--- src/rtl/torus_inject_ctrl.sv ---
// Per-node injection controller: token-bucket rate limiting, packet cap, ejection
// counting and the IDLE/RUN/DRAIN/DONE sequence feeding the network done reduction.
module torus_inject_ctrl #(
    parameter int unsigned X_W       = 2,
    parameter int unsigned Y_W       = 2,
    parameter int unsigned D_W       = 28,
    parameter int unsigned MY_X      = 0,
    parameter int unsigned MY_Y      = 0,
    parameter int unsigned N_PACKETS = 12,
    parameter int unsigned N_EXPECT  = 12,
    parameter int unsigned RATE      = 15,
    parameter int unsigned BURST     = 4,
    parameter int unsigned TIMEOUT   = 1024
) (
    input  logic           clk,
    input  logic           rst,
    input  logic           i_start,
    input  logic           i_gen_v,
    input  logic [D_W-1:0] i_gen_data,
    output logic           o_gen_rdy,
    output logic           o_inj_v,
    output logic [D_W-1:0] o_inj_data,
    input  logic           i_inj_rdy,
    input  logic           i_ej_v,
    output logic [15:0]    o_sent,
    output logic [15:0]    o_recvd,
    output logic           o_self_err,
    output logic           o_timeout,
    output logic           o_done
);

    localparam int unsigned TOK_W = $clog2(BURST + 1);
    localparam int unsigned PER_W = (RATE > 1) ? $clog2(RATE) : 1;
    localparam int unsigned WDG_W = (TIMEOUT > 1) ? $clog2(TIMEOUT) : 1;

    localparam logic [TOK_W-1:0] TOK_MAX  = TOK_W'(BURST);
    localparam logic [PER_W-1:0] PER_LAST = PER_W'(RATE - 1);
    localparam logic [WDG_W-1:0] WDG_LAST = WDG_W'(TIMEOUT - 1);
    localparam logic [15:0]      SENT_LIM = 16'(N_PACKETS);
    localparam logic [15:0]      RECV_LIM = 16'(N_EXPECT);
    localparam logic [X_W-1:0]   MY_X_V   = X_W'(MY_X);
    localparam logic [Y_W-1:0]   MY_Y_V   = Y_W'(MY_Y);

    typedef enum logic [1:0] {
        StIdle,
        StRun,
        StDrain,
        StDone
    } state_e;

    state_e           r_state;
    state_e           w_state_nxt;
    logic [TOK_W-1:0] r_tokens;
    logic [TOK_W-1:0] w_tokens_nxt;
    logic [PER_W-1:0] r_period;
    logic [PER_W-1:0] w_period_nxt;
    logic [WDG_W-1:0] r_wdog;
    logic [WDG_W-1:0] w_wdog_nxt;
    logic [15:0]      r_sent;
    logic [15:0]      r_recvd;
    logic             r_self_err;
    logic             r_timeout;
    logic             w_timeout_set;

    logic             w_self;
    logic             w_elig;
    logic             w_fire;
    logic             w_drop;
    logic             w_refill;

    assign w_self = (i_gen_data[X_W+Y_W-1:Y_W] == MY_X_V) && (i_gen_data[Y_W-1:0] == MY_Y_V);
    assign w_elig = (r_state == StRun) && (r_tokens != '0) && (r_sent < SENT_LIM);

    // Self-addressed packets are swallowed here and never shown to the router.
    assign o_inj_v    = i_gen_v && w_elig && !w_self;
    assign o_gen_rdy  = w_self ? w_elig : (o_inj_v && i_inj_rdy);
    assign o_inj_data = i_gen_data;

    assign w_fire   = o_inj_v && i_inj_rdy;
    assign w_drop   = i_gen_v && w_elig && w_self;
    assign w_refill = (r_state != StIdle) && (r_period == PER_LAST);

    always_comb begin
        w_period_nxt = r_period;
        if (w_refill) begin
            w_period_nxt = '0;
        end else if (r_state != StIdle) begin
            w_period_nxt = r_period + PER_W'(1);
        end
    end

    // A refill and a fire in the same cycle cancel, so a full bucket stays full.
    always_comb begin
        w_tokens_nxt = r_tokens;
        if (w_refill && !w_fire) begin
            if (r_tokens != TOK_MAX) begin
                w_tokens_nxt = r_tokens + TOK_W'(1);
            end
        end else if (w_fire && !w_refill) begin
            w_tokens_nxt = r_tokens - TOK_W'(1);
        end
    end

    always_comb begin
        w_state_nxt   = r_state;
        w_timeout_set = 1'b0;
        w_wdog_nxt    = (r_state == StDrain) ? r_wdog + WDG_W'(1) : '0;
        case (r_state)
            StIdle: begin
                if (i_start) begin
                    w_state_nxt = StRun;
                end
            end
            StRun: begin
                if (r_sent >= SENT_LIM) begin
                    w_state_nxt = StDrain;
                end
            end
            StDrain: begin
                if (r_recvd >= RECV_LIM) begin
                    w_state_nxt = StDone;
                end else if (r_wdog == WDG_LAST) begin
                    w_state_nxt   = StDone;
                    w_timeout_set = 1'b1;
                end
            end
            StDone: begin
                w_state_nxt = StDone;
            end
            default: begin
                w_state_nxt = StIdle;
            end
        endcase
    end

    always_ff @(posedge clk) begin
        if (rst) begin
            r_state    <= StIdle;
            r_tokens   <= TOK_MAX;
            r_period   <= '0;
            r_wdog     <= '0;
            r_sent     <= '0;
            r_recvd    <= '0;
            r_self_err <= 1'b0;
            r_timeout  <= 1'b0;
        end else begin
            r_state  <= w_state_nxt;
            r_tokens <= w_tokens_nxt;
            r_period <= w_period_nxt;
            r_wdog   <= w_wdog_nxt;
            if (w_fire && (r_sent != 16'hFFFF)) begin
                r_sent <= r_sent + 16'd1;
            end
            if (i_ej_v && (r_state != StIdle) && (r_recvd != 16'hFFFF)) begin
                r_recvd <= r_recvd + 16'd1;
            end
            if (w_drop) begin
                r_self_err <= 1'b1;
            end
            if (w_timeout_set) begin
                r_timeout <= 1'b1;
            end
        end
    end

    assign o_sent     = r_sent;
    assign o_recvd    = r_recvd;
    assign o_self_err = r_self_err;
    assign o_timeout  = r_timeout;
    assign o_done     = (r_state == StDone);

endmodule

--- config.mk ---
export PLATFORM = sky130hd
export DESIGN_NAME = torus_inject_ctrl
export DESIGN_NICKNAME = d
export VERILOG_FILES = /design/src/rtl/torus_inject_ctrl.sv
export SDC_FILE = /design/constraint.sdc
export NUM_CORES = 1
export LEC_CHECK = 0
export ABC_AREA = 0
export CORE_UTILIZATION = 41
export DETAILED_ROUTE_END_ITERATION = 10
export GPL_ROUTABILITY_DRIVEN = 0
export MAX_ROUTING_LAYER = met4
export PLACE_DENSITY_LB_ADDON = 0.2
export SLEW_MARGIN = 25
export SYNTH_ARGS = -nofsm -noshare
export SYNTH_HDL_FRONTEND = slang
export SYNTH_SLANG_ARGS = --single-unit
--- constraint.sdc ---
create_clock -name clk -period 5.1 [get_ports clk]
set_clock_uncertainty 0.2 [all_clocks]
set_input_delay 1.02 -clock clk [delete_from_list [all_inputs] [get_ports clk]]
set_output_delay 1.02 -clock clk [all_outputs]
set_load 0.03 [all_outputs]
After elaboration in Yosys (flattened, before gate mapping)
Cells that the tools add are included.
- $add $sub $neg: 6
- magnitude comparators: 3
- equality and inequality tests: 12
- muxes and demuxes: 12
- bitwise gates (word level): 1
- reduce and logical (&&, ||, !) cells: 26
- operator list (cell ; number):
    16-bit by 1-bit adder with 16-bit output, second input constant ; 2
    16-bit by 4-bit greater-or-equal comparator with 1-bit output, second input constant ; 2
    16-bit != test, second input constant ; 2
    16-bit by 4-bit < comparator with 1-bit output, second input constant ; 1
    1-bit logical AND ; 13
    10-bit by 1-bit adder with 10-bit output, second input constant ; 1
    10-bit equality test, second input constant ; 1
    3-bit 2-to-1 mux ; 3
    2-bit 2-to-1 mux ; 4
    2-bit case mux with 4 select lines ; 1
    2-bit zero test ; 3
    4-bit by 1-bit adder with 4-bit output, second input constant ; 1
    2-bit equality test, second input constant ; 2
    4-bit equality test, second input constant ; 1
    1-bit 2-to-1 mux ; 4
    2-bit by 1-bit != test with 1-bit output, second input constant ; 2
    2-bit nonzero test ; 2
    2-bit OR reduction ; 2
    3-bit by 1-bit adder with 3-bit output, second input constant ; 1
    1-bit zero test ; 3
    3-bit by 1-bit != test with 1-bit output, second input constant ; 1
    3-bit != test, second input constant ; 1
    3-bit AND reduction ; 1
    3-bit nonzero test ; 1
    5 further kinds ; 5
- flip-flop bits (word level): 53
- input port bits: 34
- output and inout bits: 65
- logic and storage cells: 68

Depth between registers and ports, before layout
Gate-level depths: netlist (run 1).
- depth after elaboration: 10
- depth in mapped cells: 8
- gate-level depth less buffers: 8

Worst setup path before layout (run 1)
Ideal clock, no wire load.
- path type: input port to output port
- start: input i_gen_data[3]
- end: output o_gen_rdy
- arrival: 2461 ps
- data required time: 3880 ps
- path slack: 1419 ps
- stages: 3
- path buffers: 0
- cell sequence: nor4_1 > a21oi_1 > nor4_1
- word-level cells in the longest chain between the ends: 6
- RTL lines (element ; line ; RTL):
    start: declaration ; 19 ; input logic [D_W-1:0] i_gen_data,
    2-bit zero test (*) ; 71 ; assign w_self = (i_gen_data[X_W+Y_W-1:Y_W] == MY_X_V) && (i_gen_data[Y_W-1:0] == MY_Y_V);
    1-bit logical AND (*) ; 71 ;
    1-bit zero test ; 75 ; assign o_inj_v = i_gen_v && w_elig && !w_self;
    1-bit logical AND ; 75 ;
    1-bit logical AND ; 76 ; assign o_gen_rdy = w_self ? w_elig : (o_inj_v && i_inj_rdy);
    1-bit 2-to-1 mux (*) ; 76 ;
    end: declaration ; 20 ; output logic o_gen_rdy,
Mark *: on every way between the ends. The rest lies on a longest branch, timed or not.

Worst setup path after layout (run 1)
Ends and elaborated chain as after synthesis.

==> impl_metrics.py, run 1 <==
metrics = {
    "status": {
        "outcome": "complete, no violations",
    },
    "power": {
        "power_density_mw_per_mm2": 277,
        "p_seq_share_pct": 52.2,
        "power.leakage_nw": 1.07,
        "switching_power_w": 0.000226,
        "p_int_w": 0.000631,
        "pwr-share-comb_pct": 14.4,
        "clockPowerShare_pct": 33.4,
        "switching_share_pct": 26.4,
        "ir_worst_vdd_mv": 0.174,
    },
    "synth": {
        "synth_xor_area_share_pct": 8.35,
        "async_reset_ff_share_pct": 0,
        "ys_seq_elements": 53,
        "synth_fp_nets": 334,
        "synthFlopType": "dfxtp_1",
        "synth-compound-area-share_pct": 6.96,
        "syn-cell-area_mm2": 0.00262,
        "synth_largest_area_cell": "dfxtp_1",
        "ys_seq_area_share_pct": 40.4,
        "synth_top_family_by_area": "simple AND/OR/NAND/NOR gates",
        "synth_mux_area_share_pct": 0.572,
        "yosysWarningCount": 0,
        "synthAdderAreaFrac_pct": 4.10,
        "synthDominantCellAreaShare_pct": 40.4,
        "yosys.area_share.simple_pct": 29.0,
        "yosysMostFrequentCell": "dfxtp_1",
        "postSynthAreaPerCell_um2": 8.99,
        "synth_edf_count": 0,
        "ys_types": 48,
        "synth_common_cells": "dfxtp_1 (53), nor2_1 (40), buf_4 (29)",
        "netlist_instances": 292,
        "synth.area.top_cells": "dfxtp_1 (40%), buf_4 (8.3%), xnor2_1 (6.0%), nor2_1 (5.7%), ha_1 (3.3%)",
    },
    "timing": {
        "slew_headroom_pct": 34.2,
        "final_hold_viol_count": 0,
        "tns_ps": 0,
        "tightest_slew_ps": 980,
        "rsz0062_at_grt": "false",
        "holdWs_ps": 280,
        "fin_crit_ps": 4250,
        "timing.fmax_mhz": 235,
        "maxSlewViolCount": 0,
        "period_share_pct": 83.3,
        "setup_viol": 0,
    },
    "global_routing": {
        "grt_pass1_wl_mm": 8.40,
        "grt_pass1_vias": 1832,
        "antenna_found_initial": 0,
        "grtUsageTotal_pct": 16.5,
        "grt_max_degree": 26,
        "grt_overflow": 0,
    },
    "routing": {
        "drc": 0,
        "firstDrtPassIters": 4,
        "wl_mm": 5.09,
        "antenna_left": 0,
        "vias_per_cell": 5.15,
        "drt_first_iter_violations": 69,
        "vias": 2008,
        "post_drt_wl_per_cell_um": 13.1,
    },
    "finish": {
        "multiInputGateArea_mm2": 0.00129,
        "ff_latch_area_mm2": 0.00106,
        "nets": 356,
        "finalNonFillerCells": 390,
        "n_fill_cell": 587,
        "antenna_cells": 0,
        "area_growth_pct": 18.0,
        "drive_above_1_share_pct": 8.25,
    },
    "worst_setup_path": {
        "critPathBufInv": 2,
        "max_stage_delay_ps": 720,
        "worstSetupEndpoint": "o_gen_rdy",
        "timing.rr.end": "r_tokens[2]",
        "cp_max_fo": 4,
        "crit_family": "buffers and inverters",
        "r2r_start": "r_state[0]",
        "cp-end-kind": "output port",
        "cp_cell_sequence": "clkdlybuf4s50_1 -> nor4_1 -> a21oi_1 -> nor4_1 -> clkdlybuf4s50_1",
        "r2r_cells": 7,
        "crit_arrival_ps": 3030,
        "cp.depth": 5,
        "required_ps": 3880,
        "startpoint": "i_gen_data[3]",
        "cp_slowest_cell": "clkdlybuf4s50_1",
        "criticalPathCategory": "in -> out",
        "r2r_setup_slack_ps": 2210,
        "crit_path_start_kind": "input port",
    },
    "die": {
        "die_area_mm2": 0.00672,
        "rows": 28,
        "die_y_um": 82.0,
        "core-area_mm2": 0.00606,
        "initial_core_util_pct": 43.3,
        "num_io_pins": 99,
        "die_w_um": 82.0,
    },
    "worst_hold_path": {
        "hold_path.class": "reg -> reg",
        "holdPathStages": 1,
    },
    "clocking": {
        "cts_sinks": 53,
        "insertion_delay_ps": 300,
        "cts_setup_buffers": 0,
        "cts_resized": 0,
        "tritoncts.num_buffers": 5,
        "clk_pin_slew_ps": 90,
        "tritoncts": "built",
        "h-tree-depth": 2,
        "clk_path_buf_depth": 2,
        "hold_buffers": 0,
        "cts_root_buf": "clkbuf_8",
    },
    "placement": {
        "dp_hpwl_mm": 3.60,
        "place_inst": 382,
        "port_buffers": 50,
    },
    "flow_run": {
        "drv_cap": 0,
    },
}
-- sequential cells by signal, summed over array words and instances, names as in the netlist --
| signal | flops |
|---|---|
| r_wdog | 10 |
| o_self_err | 1 |
| o_recvd | 16 |
| o_sent | 16 |
| r_tokens | 3 |
| o_timeout | 1 |
| r_period | 4 |
| r_state | 2 |
-- cell families (layout without fill, tap and decap cells) --
family	after synthesis	count (layout)
DFF	53	53
buffers and inverters	43	66
AOI/OAI and AO/OA	26	26
adders and majority gates	8	8
xor gates and xnor gates	25	25
muxes	1	1
and+or+nand+nor	136	136
-- power groups by stage --
stage / sequential, W / clock [W] / combinational, W
finish: 0.000448 / 0.000286 / 0.000123
global placement: 0.000458 / 0 / 0.000121
global route: 0.000452 / 0.000312 / 0.000136
detailed placement: 0.000457 / 0 / 0.000124
CTS: 0.000448 / 0.000297 / 0.000124
floorplan: 0.000455 / 0 / 0.000126
-- through the flow --
step | utilization (%) | area, µm² | power, W | setup slack [ps]
3_3_place_gp | 49.2 | 2980 | 0.000579 | 945
5_1_grt | 51.1 | 3100 | 0.000900 | 671
4_1_cts | 51.1 | 3100 | 0.000869 | 854
2_1_floorplan | - | 2620 | 0.000581 | 1420
6_report | 51.1 | 3100 | 0.000858 | 853
3_5_place_dp | 49.2 | 2980 | 0.000581 | 866
-- worst min-delay path by stage --
stage	start	slack (ps)	end
global route	o_sent[13]	300	o_sent[13]
global placement	r_wdog[0]	250	r_wdog[0]
finish	r_wdog[0]	280	r_wdog[0]
detailed placement	r_wdog[0]	260	r_wdog[0]
floorplan	r_wdog[0]	230	r_wdog[0]
CTS	r_wdog[0]	280	r_wdog[0]
-- per-layer routing --
layer | up-vias | global-route usage (%) | share of wire, %
met5 | - | - | 0
li1 | 1028 | - | -
met3 | 13 | 3.89 | 5.7
met2 | 55 | 25.4 | 44
met1 | 912 | 21.5 | 49
met4 | 0 | 4.56 | 1.2
-- cells in the final DEF, fill, tap and decap left out, types with 2 or more instances in the layout --
cell,n
dfxtp_1,53
clkdlybuf4s50_1,50
nor2_1,40
xnor2_1,18
nor3_1,14
nor2b_1,13
nand2_1,12
nand3_1,12
nor4_1,10
inv_1,7
xor2_1,7
ha_1,7
a21oi_1,6
nand4_1,6
clkbuf_8,5
and3_1,3
nand2b_1,3
or2_2,3
o21ai_0,3
a211o_1,2
o21a_1,2
a211oi_1,2
and2_2,2
o32ai_1,2
nand4b_1,2
a31oi_1,2
a41oi_1,2
nor4b_1,2
nor3b_1,2
-- final cells by class --
type	count	area share [%]
Multi-Input combinational cell	196	41.7
Sequential cell	53	34.3
Timing Repair Buffer	51	16.4
Tap cell	75	3.03
Clock buffer	5	2.22
Clock inverter	3	1.50
Inverter	7	0.849
Note: power is estimated with default switching activity, not from simulation.
==> inputs of run 2 (changes only) <==
--- a/config.mk
+++ b/config.mk
@@ -6,7 +6,7 @@
 export NUM_CORES = 1
 export LEC_CHECK = 0
 export ABC_AREA = 0
-export CORE_UTILIZATION = 41
+export CORE_UTILIZATION = 40
 export DETAILED_ROUTE_END_ITERATION = 10
 export GPL_ROUTABILITY_DRIVEN = 0
 export MAX_ROUTING_LAYER = met4
==> constraint.sdc (replaced) <==
create_clock -name clk -period 3.9 [get_ports clk]
set_clock_uncertainty 0.2 [all_clocks]
set_input_delay 0.78 -clock clk [delete_from_list [all_inputs] [get_ports clk]]
set_output_delay 0.78 -clock clk [all_outputs]
set_load 0.03 [all_outputs]
==> run 2 against run 1 <==
Compared with the run above:
- worst setup slack worse by 490 ps
- sequential share of layout area is 0.083 points lower
- combinational power is 34% higher
- non-clock buffer count is 4 higher
- global-route usage is 0.69 points lower
- clock power is 15% higher
- worst hold slack worse by 6.1 ps
- critical path depth stayed put
==> impl_metrics.py, run 2 (same netlist as run 1, synthesis figures left out) <==
metrics = {
    "die": {
        "core-area_mm2": 0.00635,
        "die_w_um": 83.0,
        "num_io_pins": 99,
        "die_y_um": 83.0,
        "die_area_mm2": 0.00689,
        "rows": 29,
        "initial_core_util_pct": 41.3,
    },
    "timing": {
        "setup_ws_ps": 365,
        "tightest_slew_ps": 800,
        "period_share_pct": 90.6,
        "fin_crit_ps": 3530,
        "setup_viol": 0,
        "timing.fmax_mhz": 283,
        "rsz0062_at_grt": "false",
        "maxSlewViolCount": 0,
        "final_hold_viol_count": 0,
        "slew_headroom_pct": 46.5,
        "tns_ps": 0,
    },
    "clocking": {
        "h-tree-depth": 2,
        "cts_resized": 0,
        "tritoncts.num_buffers": 5,
        "cts_root_buf": "clkbuf_8",
        "tritoncts": "built",
        "cts_setup_buffers": 0,
        "insertion_delay_ps": 310,
        "cts_sinks": 53,
        "clk_path_buf_depth": 2,
        "clk_pin_slew_ps": 90,
        "hold_buffers": 0,
    },
    "worst_setup_path": {
        "criticalPathCategory": "in -> out",
        "crit_path_start_kind": "input port",
        "crit_arrival_ps": 2550,
        "required_ps": 2920,
        "startpoint": "i_gen_data[3]",
        "cp-end-kind": "output port",
        "r2r_start": "r_state[0]",
        "cp_max_fo": 2,
    },
    "global_routing": {
        "grt_overflow": 0,
        "grt_max_degree": 27,
        "grt_pass1_vias": 1780,
        "antenna_found_initial": 0,
        "grt_pass1_wl_mm": 8.67,
        "grtUsageTotal_pct": 15.8,
    },
    "routing": {
        "route.top_layer_used": "met4",
        "wl_met2_mm": 2.27,
        "drt_first_iter_violations": 58,
        "vias_per_cell": 5.08,
        "drc": 0,
        "post_drt_wl_per_cell_um": 13.3,
        "drt-met1-wl_mm": 2.65,
        "firstDrtPassIters": 4,
        "antenna_left": 0,
        "dr_wl_met3_um": 275,
        "vias": 2012,
        "wl_mm": 5.25,
    },
    "status": {
        "outcome": "complete, no violations",
    },
    "placement": {
        "port_buffers": 50,
        "dpl_cell_area_mm2": 0.00301,
        "pre_cts_slack_ps": 319,
        "dp_hpwl_mm": 3.73,
    },
    "finish": {
        "n_fill_cell": 602,
        "antenna_cells": 0,
        "nets": 360,
        "design_area_mm2": 0.00310,
        "final_common_cell": "dfxtp_1",
        "drive_above_1_share_pct": 9.09,
        "final_util_pct": 48.9,
        "final_cell_mix": "dfxtp_1 (53), clkdlybuf4s50_1 (50), nor2_1 (40), xnor2_1 (18), nor3_1 (14)",
        "area_growth_pct": 18.3,
    },
    "power": {
        "finalPower_w": 0.00108,
        "ir_worst_vdd_mv": 0.251,
        "power_density_mw_per_mm2": 348,
        "power.leakage_nw": 1.09,
    },
    "worst_hold_path": {
        "hp-start": "r_wdog[0]",
        "hold_path.class": "reg -> reg",
    },
    "flow_run": {
        "drv_cap": 0,
    },
}
## run 2: cell count changes in the layout (fill, tap and decap cells not counted)
cell	previous run	this run
nor4_2	1	0
buf_4	1	5
clkbuf_8	5	6
bufinv_16	1	0
nor4_1	10	11
clkinvlp_4	1	0
clkinv_2	0	1
## run 2: area by class of cell
class                           instances  area [µm²]  area share [%]
Tap cell                               77        96.3            3.10
Sequential cell                        53        1060            34.2
Clock inverter                          2        13.8           0.444
Multi-Input combinational cell        196        1280            41.4
Clock buffer                            6        82.6            2.66
Inverter                                7        26.3           0.847
Timing Repair Buffer                   55         538            17.3
## run 2: per-stage QoR
stage / hold WS (ps) / instances
after floorplan: 230 / 292
after global placement: 246 / 388
after detailed placement: 255 / 388
after CTS: 278 / 396
after global routing: 297 / 396
final: 274 / 396
## run 2: worst max-delay path, cell delays in order
cell and delay, ps:
clkdlybuf4s50_1 420, nor4_1 380, a21oi_1 80, nor4_1 180, clkdlybuf4s50_1 710
## run 2: metal layers
| layer | vias to the layer above | GRT usage (%) |
|---|---|---|
| li1 | 1031 | - |
| met1 | 919 | 20.7 |
| met2 | 57 | 23.2 |
| met3 | 5 | 4.27 |
| met4 | 0 | 6.43 |
| met5 | - | - |
## run 2: path summary, 6_finish.rpt
check / endpoint / slack (ps) / cells after the start
setup / recovery: o_gen_rdy / 370 / 5
hold / removal: r_wdog[0] / 270 / 1
setup reg to reg: r_tokens[2] / 1160 / 8
hold reg to reg: r_wdog[0] / 270 / 1
## run 2: power by group
group,switching [W],internal [W]
clock network,0.000184,0.000144
logic,0.0000865,0.0000786
registers,0.0000274,0.000559
total,0.000298,0.000782
